File: config.mk
export PLATFORM = sky130hd
export DESIGN_NAME = mem_access_ctrl
export DESIGN_NICKNAME = d
export VERILOG_FILES = /design/src/rtl/mem_access_ctrl.sv
export SDC_FILE = /design/constraint.sdc
export NUM_CORES = 1
export LEC_CHECK = 0
export BUFFER_PORTS_ARGS = -buffer_cell sky130_fd_sc_hd__clkbuf_2
export CORE_MARGIN = 8
export CORE_UTILIZATION = 51
export CTS_CLUSTER_DIAMETER = 120
export CTS_CLUSTER_SIZE = 20
export DETAILED_ROUTE_END_ITERATION = 8
export GPL_TIMING_DRIVEN = 1
export PLACE_DENSITY_LB_ADDON = 0.12
export SLEW_MARGIN = 5
export SYNTH_ARGS = -nofsm -noshare
export SYNTH_HDL_FRONTEND = slang
export SYNTH_SLANG_ARGS = --single-unit
File: constraint.sdc
create_clock -name clk -period 2.9 [get_ports clk]
set_input_delay 0.725 -clock clk [delete_from_list [all_inputs] [get_ports clk]]
set_output_delay 0.725 -clock clk [all_outputs]
set_load 0.01 [all_outputs]
File: src/rtl/mem_access_ctrl.sv
// Data-side memory access controller: issues one SRAM-like bus transaction per
// load/store from execute, returns the raw read word and stalls the pipeline meanwhile.
module mem_access_ctrl (
   input  logic        clk,
   input  logic        rst,
   input  logic [7:0]  aluop_i,
   input  logic        mem_req_i,
   input  logic [31:0] mem_addr_i,
   input  logic [31:0] reg2_i,
   input  logic        exception_i,
   input  logic        LLbit_i,
   input  logic        flush_i,
   input  logic        stall_i,
   output logic        data_req_o,
   output logic        data_wr_o,
   output logic [1:0]  data_size_o,
   output logic [31:0] data_addr_o,
   output logic [31:0] data_wdata_o,
   output logic [3:0]  data_wstrb_o,
   input  logic        data_addr_ok_i,
   input  logic        data_data_ok_i,
   input  logic [31:0] data_rdata_i,
   output logic [31:0] mem_data_o,
   output logic        mem_data_valid_o,
   output logic        stallreq_o
);

   localparam logic [7:0] EXE_LB_OP  = 8'b11100000;
   localparam logic [7:0] EXE_LBU_OP = 8'b11100100;
   localparam logic [7:0] EXE_LH_OP  = 8'b11100001;
   localparam logic [7:0] EXE_LHU_OP = 8'b11100101;
   localparam logic [7:0] EXE_LW_OP  = 8'b11100011;
   localparam logic [7:0] EXE_LWL_OP = 8'b11100010;
   localparam logic [7:0] EXE_LWR_OP = 8'b11100110;
   localparam logic [7:0] EXE_LL_OP  = 8'b11110000;
   localparam logic [7:0] EXE_SB_OP  = 8'b11101000;
   localparam logic [7:0] EXE_SH_OP  = 8'b11101001;
   localparam logic [7:0] EXE_SW_OP  = 8'b11101011;
   localparam logic [7:0] EXE_SWL_OP = 8'b11101010;
   localparam logic [7:0] EXE_SWR_OP = 8'b11101110;
   localparam logic [7:0] EXE_SC_OP  = 8'b11111000;

   localparam logic [2:0] S_IDLE  = 3'd0;
   localparam logic [2:0] S_REQ   = 3'd1;
   localparam logic [2:0] S_WAIT  = 3'd2;
   localparam logic [2:0] S_DONE  = 3'd3;
   localparam logic [2:0] S_DRAIN = 3'd4;

   logic [2:0]  r_state;
   logic        r_cancel;
   logic        r_wr;
   logic        r_is_load;
   logic [31:0] r_addr;
   logic [31:0] r_wdata;
   logic [3:0]  r_wstrb;
   logic [31:0] r_rdata;

   logic        w_is_load;
   logic        w_is_store;
   logic        w_is_sc;
   logic [3:0]  w_strb;
   logic [31:0] w_wdata;
   logic        w_issue;
   logic [1:0]  w_a;

   assign w_a = mem_addr_i[1:0];

   always_comb begin
      w_is_load  = 1'b0;
      w_is_store = 1'b0;
      w_is_sc    = 1'b0;
      w_strb     = 4'b0000;
      w_wdata    = 32'h0;
      case (aluop_i)
         EXE_LB_OP, EXE_LBU_OP, EXE_LH_OP, EXE_LHU_OP,
         EXE_LW_OP, EXE_LWL_OP, EXE_LWR_OP, EXE_LL_OP: w_is_load = 1'b1;
         EXE_SB_OP: begin
            w_is_store = 1'b1;
            w_strb     = 4'b0001 << w_a;
            w_wdata    = {4{reg2_i[7:0]}};
         end
         EXE_SH_OP: begin
            w_is_store = 1'b1;
            w_strb     = w_a[1] ? 4'b1100 : 4'b0011;
            w_wdata    = {2{reg2_i[15:0]}};
         end
         EXE_SW_OP: begin
            w_is_store = 1'b1;
            w_strb     = 4'b1111;
            w_wdata    = reg2_i;
         end
         EXE_SC_OP: begin
            w_is_store = 1'b1;
            w_is_sc    = 1'b1;
            w_strb     = 4'b1111;
            w_wdata    = reg2_i;
         end
         EXE_SWL_OP: begin
            w_is_store = 1'b1;
            case (w_a)
               2'b00:   begin w_strb = 4'b0001; w_wdata = {24'h0, reg2_i[31:24]}; end
               2'b01:   begin w_strb = 4'b0011; w_wdata = {16'h0, reg2_i[31:16]}; end
               2'b10:   begin w_strb = 4'b0111; w_wdata = {8'h0, reg2_i[31:8]}; end
               default: begin w_strb = 4'b1111; w_wdata = reg2_i; end
            endcase
         end
         EXE_SWR_OP: begin
            w_is_store = 1'b1;
            case (w_a)
               2'b00:   begin w_strb = 4'b1111; w_wdata = reg2_i; end
               2'b01:   begin w_strb = 4'b1110; w_wdata = {reg2_i[23:0], 8'h0}; end
               2'b10:   begin w_strb = 4'b1100; w_wdata = {reg2_i[15:0], 16'h0}; end
               default: begin w_strb = 4'b1000; w_wdata = {reg2_i[7:0], 24'h0}; end
            endcase
         end
         default: ;
      endcase
   end

   assign w_issue = mem_req_i & (w_is_load | w_is_store) & ~exception_i & ~flush_i
                    & ~(w_is_sc & ~LLbit_i);

   // In IDLE the request is driven straight from execute so addr_ok can land in the issue cycle.
   always_comb begin
      data_req_o       = 1'b0;
      data_wr_o        = 1'b0;
      data_size_o      = 2'b00;
      data_addr_o      = 32'h0;
      data_wdata_o     = 32'h0;
      data_wstrb_o     = 4'b0000;
      mem_data_o       = 32'h0;
      mem_data_valid_o = 1'b0;
      stallreq_o       = 1'b0;
      if (!rst) begin
         case (r_state)
            S_IDLE: begin
               if (w_issue) begin
                  data_req_o   = 1'b1;
                  data_wr_o    = w_is_store;
                  data_size_o  = 2'b10;
                  data_addr_o  = {mem_addr_i[31:2], 2'b00};
                  data_wdata_o = w_wdata;
                  data_wstrb_o = w_strb;
                  stallreq_o   = 1'b1;
               end
            end
            S_REQ: begin
               data_req_o   = 1'b1;
               data_wr_o    = r_wr;
               data_size_o  = 2'b10;
               data_addr_o  = r_addr;
               data_wdata_o = r_wdata;
               data_wstrb_o = r_wstrb;
               stallreq_o   = 1'b1;
            end
            S_WAIT: begin
               if (data_data_ok_i) begin
                  mem_data_o       = data_rdata_i;
                  mem_data_valid_o = r_is_load;
               end else begin
                  stallreq_o = 1'b1;
               end
            end
            S_DONE: begin
               mem_data_o       = r_rdata;
               mem_data_valid_o = r_is_load;
            end
            S_DRAIN: stallreq_o = mem_req_i;
            default: ;
         endcase
      end
   end

   always_ff @(posedge clk) begin
      if (rst) begin
         r_state   <= S_IDLE;
         r_cancel  <= 1'b0;
         r_wr      <= 1'b0;
         r_is_load <= 1'b0;
         r_addr    <= 32'h0;
         r_wdata   <= 32'h0;
         r_wstrb   <= 4'b0000;
         r_rdata   <= 32'h0;
      end else begin
         case (r_state)
            S_IDLE: begin
               r_cancel <= 1'b0;
               if (w_issue) begin
                  r_wr      <= w_is_store;
                  r_is_load <= w_is_load;
                  r_addr    <= {mem_addr_i[31:2], 2'b00};
                  r_wdata   <= w_wdata;
                  r_wstrb   <= w_strb;
                  r_state   <= data_addr_ok_i ? S_WAIT : S_REQ;
               end
            end
            S_REQ: begin
               // A posted request cannot be withdrawn; a flush only marks its response for discard.
               if (data_addr_ok_i) begin
                  r_state  <= (r_cancel | flush_i) ? S_DRAIN : S_WAIT;
                  r_cancel <= 1'b0;
               end else if (flush_i) begin
                  r_cancel <= 1'b1;
               end
            end
            S_WAIT: begin
               if (data_data_ok_i) begin
                  r_rdata <= data_rdata_i;
                  r_state <= (stall_i & ~flush_i) ? S_DONE : S_IDLE;
               end else if (flush_i) begin
                  r_state <= S_DRAIN;
               end
            end
            S_DONE: begin
               if (!stall_i || flush_i) r_state <= S_IDLE;
            end
            S_DRAIN: begin
               if (data_data_ok_i) r_state <= S_IDLE;
            end
            default: r_state <= S_IDLE;
         endcase
      end
   end

endmodule

Word-level counts from Yosys, hierarchy flattened
Index checks and enable logic that the tools add are counted.
{ "word_totals": {"register_bits": 104, "output_inout_bits": 106} }
{ "op_classes": {"n_bitwise": 12, "n_eq_ne": 26, "shift": 1, "n_reduce_logical": 12, "n_mux": 50} }
{ "op_table": {"columns": ["operator", "n"], "rows": [
  ["32-bit two-way mux", 6],
  ["32-bit one-hot mux with 2 select lines", 3],
  ["32-bit one-hot mux with 3 select lines", 2],
  ["32-bit one-hot mux with 5 select lines", 1],
  ["8-bit == test, second input constant", 14],
  ["3-bit two-way mux", 7],
  ["4-bit one-hot mux with 5 select lines", 1],
  ["3-bit one-hot mux with 5 select lines", 1],
  ["1-bit two-way mux", 13],
  ["4-bit two-way mux", 3],
  ["4-bit one-hot mux with 3 select lines", 1],
  ["3-bit one-hot mux with 3 select lines", 1],
  ["2-bit two-way mux", 4],
  ["2-bit != test, second input constant", 4],
  ["1-bit one-hot mux with 2 select lines", 4],
  ["4-bit one-hot mux with 2 select lines", 1],
  ["8-bit OR reduction", 1],
  ["1-bit AND", 6],
  ["3-bit by 2-bit == test with 1-bit output, second input constant", 2],
  ["3-bit != test, second input constant", 2],
  ["2-bit AND reduction", 3],
  ["6-bit OR reduction", 1],
  ["5-bit AND reduction", 1],
  ["1-bit NOT", 4],
  ["14 further kinds", 15]
]} }

Longest topological paths before layout
{ "depth": {"depth_word": 11, "depth_mapped": 9, "mapped_depth_nobuf": 5} }

Worst setup path before layout
OpenSTA, ideal clock, no wires.
{ "synth_timing": {"kind": "input to output", "start": "input aluop_i[2]", "end": "output data_wdata_o[21]", "arrival_ns": 2.127, "path_stages": 9, "setup_slack_ns": 0.048, "path_cell_list": "buf_2 -> nor2b_1 -> buf_4 -> and4b_1 -> nor3_2 -> nand2_1 -> buf_2 -> clkbuf_2 -> o21ai_0"} }
{ "synth_between": {"elab_chain_cells": 11} }
{ "synth_rtl": {"columns": ["element", "line_no", "text"], "rows": [
  ["start, declared", "6", "input logic [7:0] aluop_i,"],
  ["8-bit == test", "74", "case (aluop_i)"],
  ["8-bit OR reduction or 6-bit OR reduction (tied branches)", null, null],
  ["1-bit two-way mux", "74", null],
  ["1-bit bitwise OR", "120", "assign w_issue = mem_req_i & (w_is_load | w_is_store) & ~exception_i & ~flush_i"],
  ["1-bit AND (3 in series)", "120", null],
  ["1-bit AND", "121", "& ~(w_is_sc & ~LLbit_i);"],
  ["32-bit two-way mux (*)", "137", "if (w_issue) begin"],
  ["32-bit one-hot mux with 2 select lines (*)", "135", "case (r_state)"],
  ["32-bit two-way mux (*)", "134", "if (!rst) begin"],
  ["end, declared", "18", "output logic [31:0] data_wdata_o,"]
]} }
Every way passes the cells marked *; elsewhere a longest branch is shown, timed or not.

Worst setup path after layout
{ "layout_timing": {"start": "input aluop_i[4]", "end": "output data_wdata_o[8]"} }
The elaborated chain is that of the path after synthesis.

==> run_summary.xml <==
<?xml version="1.0" encoding="UTF-8"?>
<metrics>
  <group name="run_status">
    <metric name="result_of_the_run" unit="">finished, violations left</metric>
    <metric name="violations" unit="">setup timing</metric>
  </group>
  <group name="synth">
    <metric name="synth_top_area_cell" unit="">sky130_fd_sc_hd__dfxtp_1</metric>
    <metric name="synth_cells" unit="">951</metric>
    <metric name="sequential_fraction_of_the_synthesis_area" unit="%">32.1</metric>
    <metric name="synth_edf_count" unit="">0</metric>
    <metric name="synthDistinctLibCells" unit="">49</metric>
    <metric name="mappedNetlistArea" unit="sq um">6480</metric>
    <metric name="ranking_of_synthesized_cells_by_area" unit="">sky130_fd_sc_hd__dfxtp_1 32%, sky130_fd_sc_hd__nand2_1 16%, sky130_fd_sc_hd__a21oi_1 11%, sky130_fd_sc_hd__o21ai_0 4.2%, sky130_fd_sc_hd__mux2i_1 2.8%</metric>
    <metric name="synth_warnings" unit="">0</metric>
    <metric name="post-synth-top-area-fraction" unit="%">32.1</metric>
    <metric name="syn-mean-instance-area" unit="sq um">6.82</metric>
    <metric name="yosys_register_bits" unit="">104</metric>
    <metric name="synth-main-ff-cell" unit="">sky130_fd_sc_hd__dfxtp_1</metric>
    <metric name="asyncSetResetFlopFracSynth" unit="%">0</metric>
  </group>
  <group name="job">
    <metric name="number_of_max_capacitance_violations_reported" unit="">0</metric>
  </group>
  <group name="final_layout">
    <metric name="finalCoreUtilization" unit="%">85.1</metric>
    <metric name="area_delta_synth_final" unit="%">64.3</metric>
    <metric name="n_antenna_cell" unit="">0</metric>
    <metric name="num-nets-final" unit="">1393</metric>
    <metric name="fill_cells" unit="">748</metric>
    <metric name="commonest_cells_after_routing_fill_and_taps_aside" unit="">240 x sky130_fd_sc_hd__nand2_1, 152 x sky130_fd_sc_hd__clkbuf_2, 133 x sky130_fd_sc_hd__buf_4</metric>
    <metric name="final_common_cell" unit="">sky130_fd_sc_hd__nand2_1</metric>
    <metric name="drive_gt1_share" unit="%">46.3</metric>
  </group>
  <group name="die">
    <metric name="coreArea" unit="sq um">12500</metric>
    <metric name="io_pins" unit="">219</metric>
    <metric name="die_area" unit="sq um">16600</metric>
    <metric name="initial_utilization" unit="%">51.8</metric>
    <metric name="die_x" unit="microns">129</metric>
    <metric name="num_rows" unit="">41</metric>
    <metric name="dieHeight" unit="microns">129</metric>
  </group>
  <group name="routing">
    <metric name="detailedRoute.firstPassIterationCount" unit="">6</metric>
    <metric name="antenna_violating_nets_post_route" unit="">0</metric>
    <metric name="routed-via-count" unit="">9016</metric>
    <metric name="wl" unit="microns">30800</metric>
    <metric name="remaining_drc_errors" unit="">0</metric>
    <metric name="routed_via_density" unit="">6.19</metric>
    <metric name="avgRoutedWirePerCell" unit="microns">21.2</metric>
    <metric name="drt_iter0_drc" unit="">1191</metric>
  </group>
  <group name="critical_path">
    <metric name="worstSetupEndpointType" unit="">output port</metric>
    <metric name="kind_of_start_point_of_the_critical_path" unit="">primary input</metric>
    <metric name="worst_ep_required_time" unit="ns">2.17</metric>
    <metric name="timing.critical_path.arrival" unit="ns">2.61</metric>
    <metric name="timing_worst_setup_path_type" unit="">in2out</metric>
    <metric name="cp_max_fo" unit="">6</metric>
  </group>
  <group name="placement">
    <metric name="io_buffers" unit="">215</metric>
    <metric name="gp_congestion" unit="">0.971</metric>
    <metric name="post-dp-hpwl" unit="microns">17200</metric>
  </group>
  <group name="clock_network">
    <metric name="cts_hold_buffers" unit="">0</metric>
    <metric name="clock_tree.buffer_depth" unit="">2</metric>
    <metric name="clk_latency" unit="ns">0.36</metric>
    <metric name="clk_transition_reported_paths" unit="ns">0.07</metric>
    <metric name="root_buffer" unit="">sky130_fd_sc_hd__clkbuf_16</metric>
    <metric name="cts_made_buffers" unit="">9</metric>
    <metric name="numClockSinks" unit="">104</metric>
    <metric name="htree_levels" unit="">3</metric>
    <metric name="tritoncts" unit="">yes</metric>
  </group>
  <group name="sta">
    <metric name="setup_slack" unit="ns">-0.434</metric>
    <metric name="slew_at_the_pin_with_the_worst_max_slew_slack" unit="ns">0.912</metric>
    <metric name="timing.final.hold_violations" unit="">0</metric>
    <metric name="fmaxAchievable" unit="MHz">300</metric>
    <metric name="final_max_slew_viol_count" unit="">0</metric>
    <metric name="setup_tns" unit="ns">-14.03</metric>
    <metric name="min_period" unit="ns">3.33</metric>
    <metric name="timing.final.setup_violations" unit="">68</metric>
    <metric name="slew_headroom" unit="%">38.7</metric>
    <metric name="final_min_period_over_clock_period" unit="%">115</metric>
    <metric name="rsz0062_at_grt" unit="">true</metric>
    <metric name="finalClockSkew" unit="ns">0.00583</metric>
  </group>
  <group name="pwr">
    <metric name="post-layout-total-power" unit="W">0.00338</metric>
    <metric name="powerDensity" unit="nW/um^2">317</metric>
    <metric name="vdd_ir_drop_max" unit="V">0.000250</metric>
    <metric name="p_leak" unit="nW">4.61</metric>
  </group>
  <group name="min_path">
    <metric name="hold_class" unit="">reg2reg</metric>
  </group>
  <group name="global_routing">
    <metric name="global_route.usage.total" unit="%">28.9</metric>
    <metric name="grt_max_degree" unit="">47</metric>
    <metric name="grt_pass1_vias" unit="">7829</metric>
    <metric name="grt.overflow.total" unit="">0</metric>
    <metric name="grt_first_pass_wirelength" unit="microns">38700</metric>
    <metric name="antenna_found_initial" unit="">0</metric>
  </group>
</metrics>
sequential cells by signal (all words and copies together), names as in the netlist:
| signal | count |
|---|---|
| r_wstrb | 4 |
| r_addr | 30 |
| r_cancel | 1 |
| r_state | 3 |
| r_wr | 1 |
| r_is_load | 1 |
| r_wdata | 32 |
| r_rdata | 32 |
synth_stat cells (2+ instances only):
library cell	instances
sky130_fd_sc_hd__o32ai_1	12
sky130_fd_sc_hd__clkbuf_1	47
sky130_fd_sc_hd__a221oi_1	15
sky130_fd_sc_hd__nand4b_1	2
sky130_fd_sc_hd__buf_4	8
sky130_fd_sc_hd__or3_1	2
sky130_fd_sc_hd__nor2_1	44
sky130_fd_sc_hd__mux2i_1	18
sky130_fd_sc_hd__nor4_1	2
sky130_fd_sc_hd__a21oi_1	148
sky130_fd_sc_hd__a32oi_1	7
sky130_fd_sc_hd__a222oi_1	3
sky130_fd_sc_hd__o21ai_0	55
sky130_fd_sc_hd__nor3_1	6
sky130_fd_sc_hd__dfxtp_1	104
sky130_fd_sc_hd__nand2b_1	3
sky130_fd_sc_hd__a211oi_1	3
sky130_fd_sc_hd__inv_1	18
sky130_fd_sc_hd__a22o_1	9
sky130_fd_sc_hd__a221o_1	8
sky130_fd_sc_hd__o31ai_1	2
sky130_fd_sc_hd__mux2_2	11
sky130_fd_sc_hd__nand3b_1	2
sky130_fd_sc_hd__nor3_2	2
sky130_fd_sc_hd__a22oi_1	9
sky130_fd_sc_hd__and3b_1	3
sky130_fd_sc_hd__o21ai_1	3
sky130_fd_sc_hd__and3_1	4
sky130_fd_sc_hd__a31oi_1	5
sky130_fd_sc_hd__and2_1	10
sky130_fd_sc_hd__nand4_1	12
sky130_fd_sc_hd__o211ai_1	7
sky130_fd_sc_hd__buf_2	25
sky130_fd_sc_hd__clkbuf_2	3
sky130_fd_sc_hd__nor3b_1	4
sky130_fd_sc_hd__and4b_1	4
sky130_fd_sc_hd__nor2b_1	14
sky130_fd_sc_hd__a21o_1	8
sky130_fd_sc_hd__nand2_1	277
sky130_fd_sc_hd__nand3_1	23
cells by family after synthesis:
family	share of synthesized area, %
other	0.0578
and+or+nand+nor	28.2
muxes	4.69
AOI/OAI and AO/OA	27.8
DFF	32.1
adders and majority gates	0.154
buffers and inverters	6.91
per-layer routing:
| metal | routed length (microns) | track usage [%] | up-vias |
|---|---|---|---|
| li1 | - | - | 3991 |
| met2 | 14600 | 48.1 | 632 |
| met4 | 2110 | 17.6 | 0 |
| met5 | 0 | 0 | - |
| met3 | 3270 | 5.71 | 180 |
| met1 | 10800 | 33.7 | 4213 |
report_power, final:
| part | leakage, nW | switching [W] | total [W] | internal [W] |
|---|---|---|---|---|
| clock | 0.163 | 0.000581 | 0.00139 | 0.000811 |
| combinational | 3.61 | 0.000319 | 0.000553 | 0.000235 |
| sequential | 0.838 | 0.00000259 | 0.00143 | 0.00143 |
| total | 4.61 | 0.000902 | 0.00338 | 0.00248 |
stage by stage:
step / cells / cell area (sq um) / setup WS, ns / hold slack, ns
3_3_place_gp: 1397 / 8580 / -0.369 / 0.434
4_1_cts: 1424 / 9620 / -0.158 / 0.456
3_5_place_dp: 1397 / 8580 / -0.407 / 0.442
2_1_floorplan: 953 / 6490 / 0.0485 / 0.425
5_1_grt: 1457 / 10700 / -0.508 / 0.474
6_report: 1457 / 10700 / -0.434 / 0.454
worst max-delay path, cell delays in order:
cell and delay [ns]:
sky130_fd_sc_hd__buf_6 0.10, sky130_fd_sc_hd__and4b_2 0.32, sky130_fd_sc_hd__buf_12 0.15, sky130_fd_sc_hd__nand4b_1 0.38, sky130_fd_sc_hd__o211ai_4 0.34, sky130_fd_sc_hd__buf_6 0.21, sky130_fd_sc_hd__nand4_1 0.13, sky130_fd_sc_hd__nand2_1 0.11
sky130_fd_sc_hd__clkbuf_8 0.14
timing repair:
action | CTS | global route
pin swaps | 40 | 94
gates resized for setup | 142 | 228
gates cloned | 1 | 7
buffers inserted | 18 | 31
endpoints found under the setup margin | 68 | 102
cell type report:
class / instances / area (sq um) / share of cell area, %
multi-input cells: 747 / 4990 / 46.9
repair buffers: 399 / 2950 / 27.7
flip-flops and latches: 104 / 2080 / 19.6
clock buffers: 11 / 253 / 2.37
well taps: 172 / 215 / 2.02
clock inverters: 5 / 85.1 / 0.799
inverters: 19 / 71.3 / 0.669
path summary, 6_finish.rpt:
path,startpoint,to,slack (ns),depth (start not counted)
worst max-delay path,aluop_i[4],data_wdata_o[8],-0.43,9
worst min register to register,r_wdata[30],r_wdata[30],0.45,2
worst min-delay path,r_wdata[30],r_wdata[30],0.45,2
worst max register to register,r_state[2],r_addr[19],0.89,9
No activity file was read; power rests on OpenSTA's default activity.
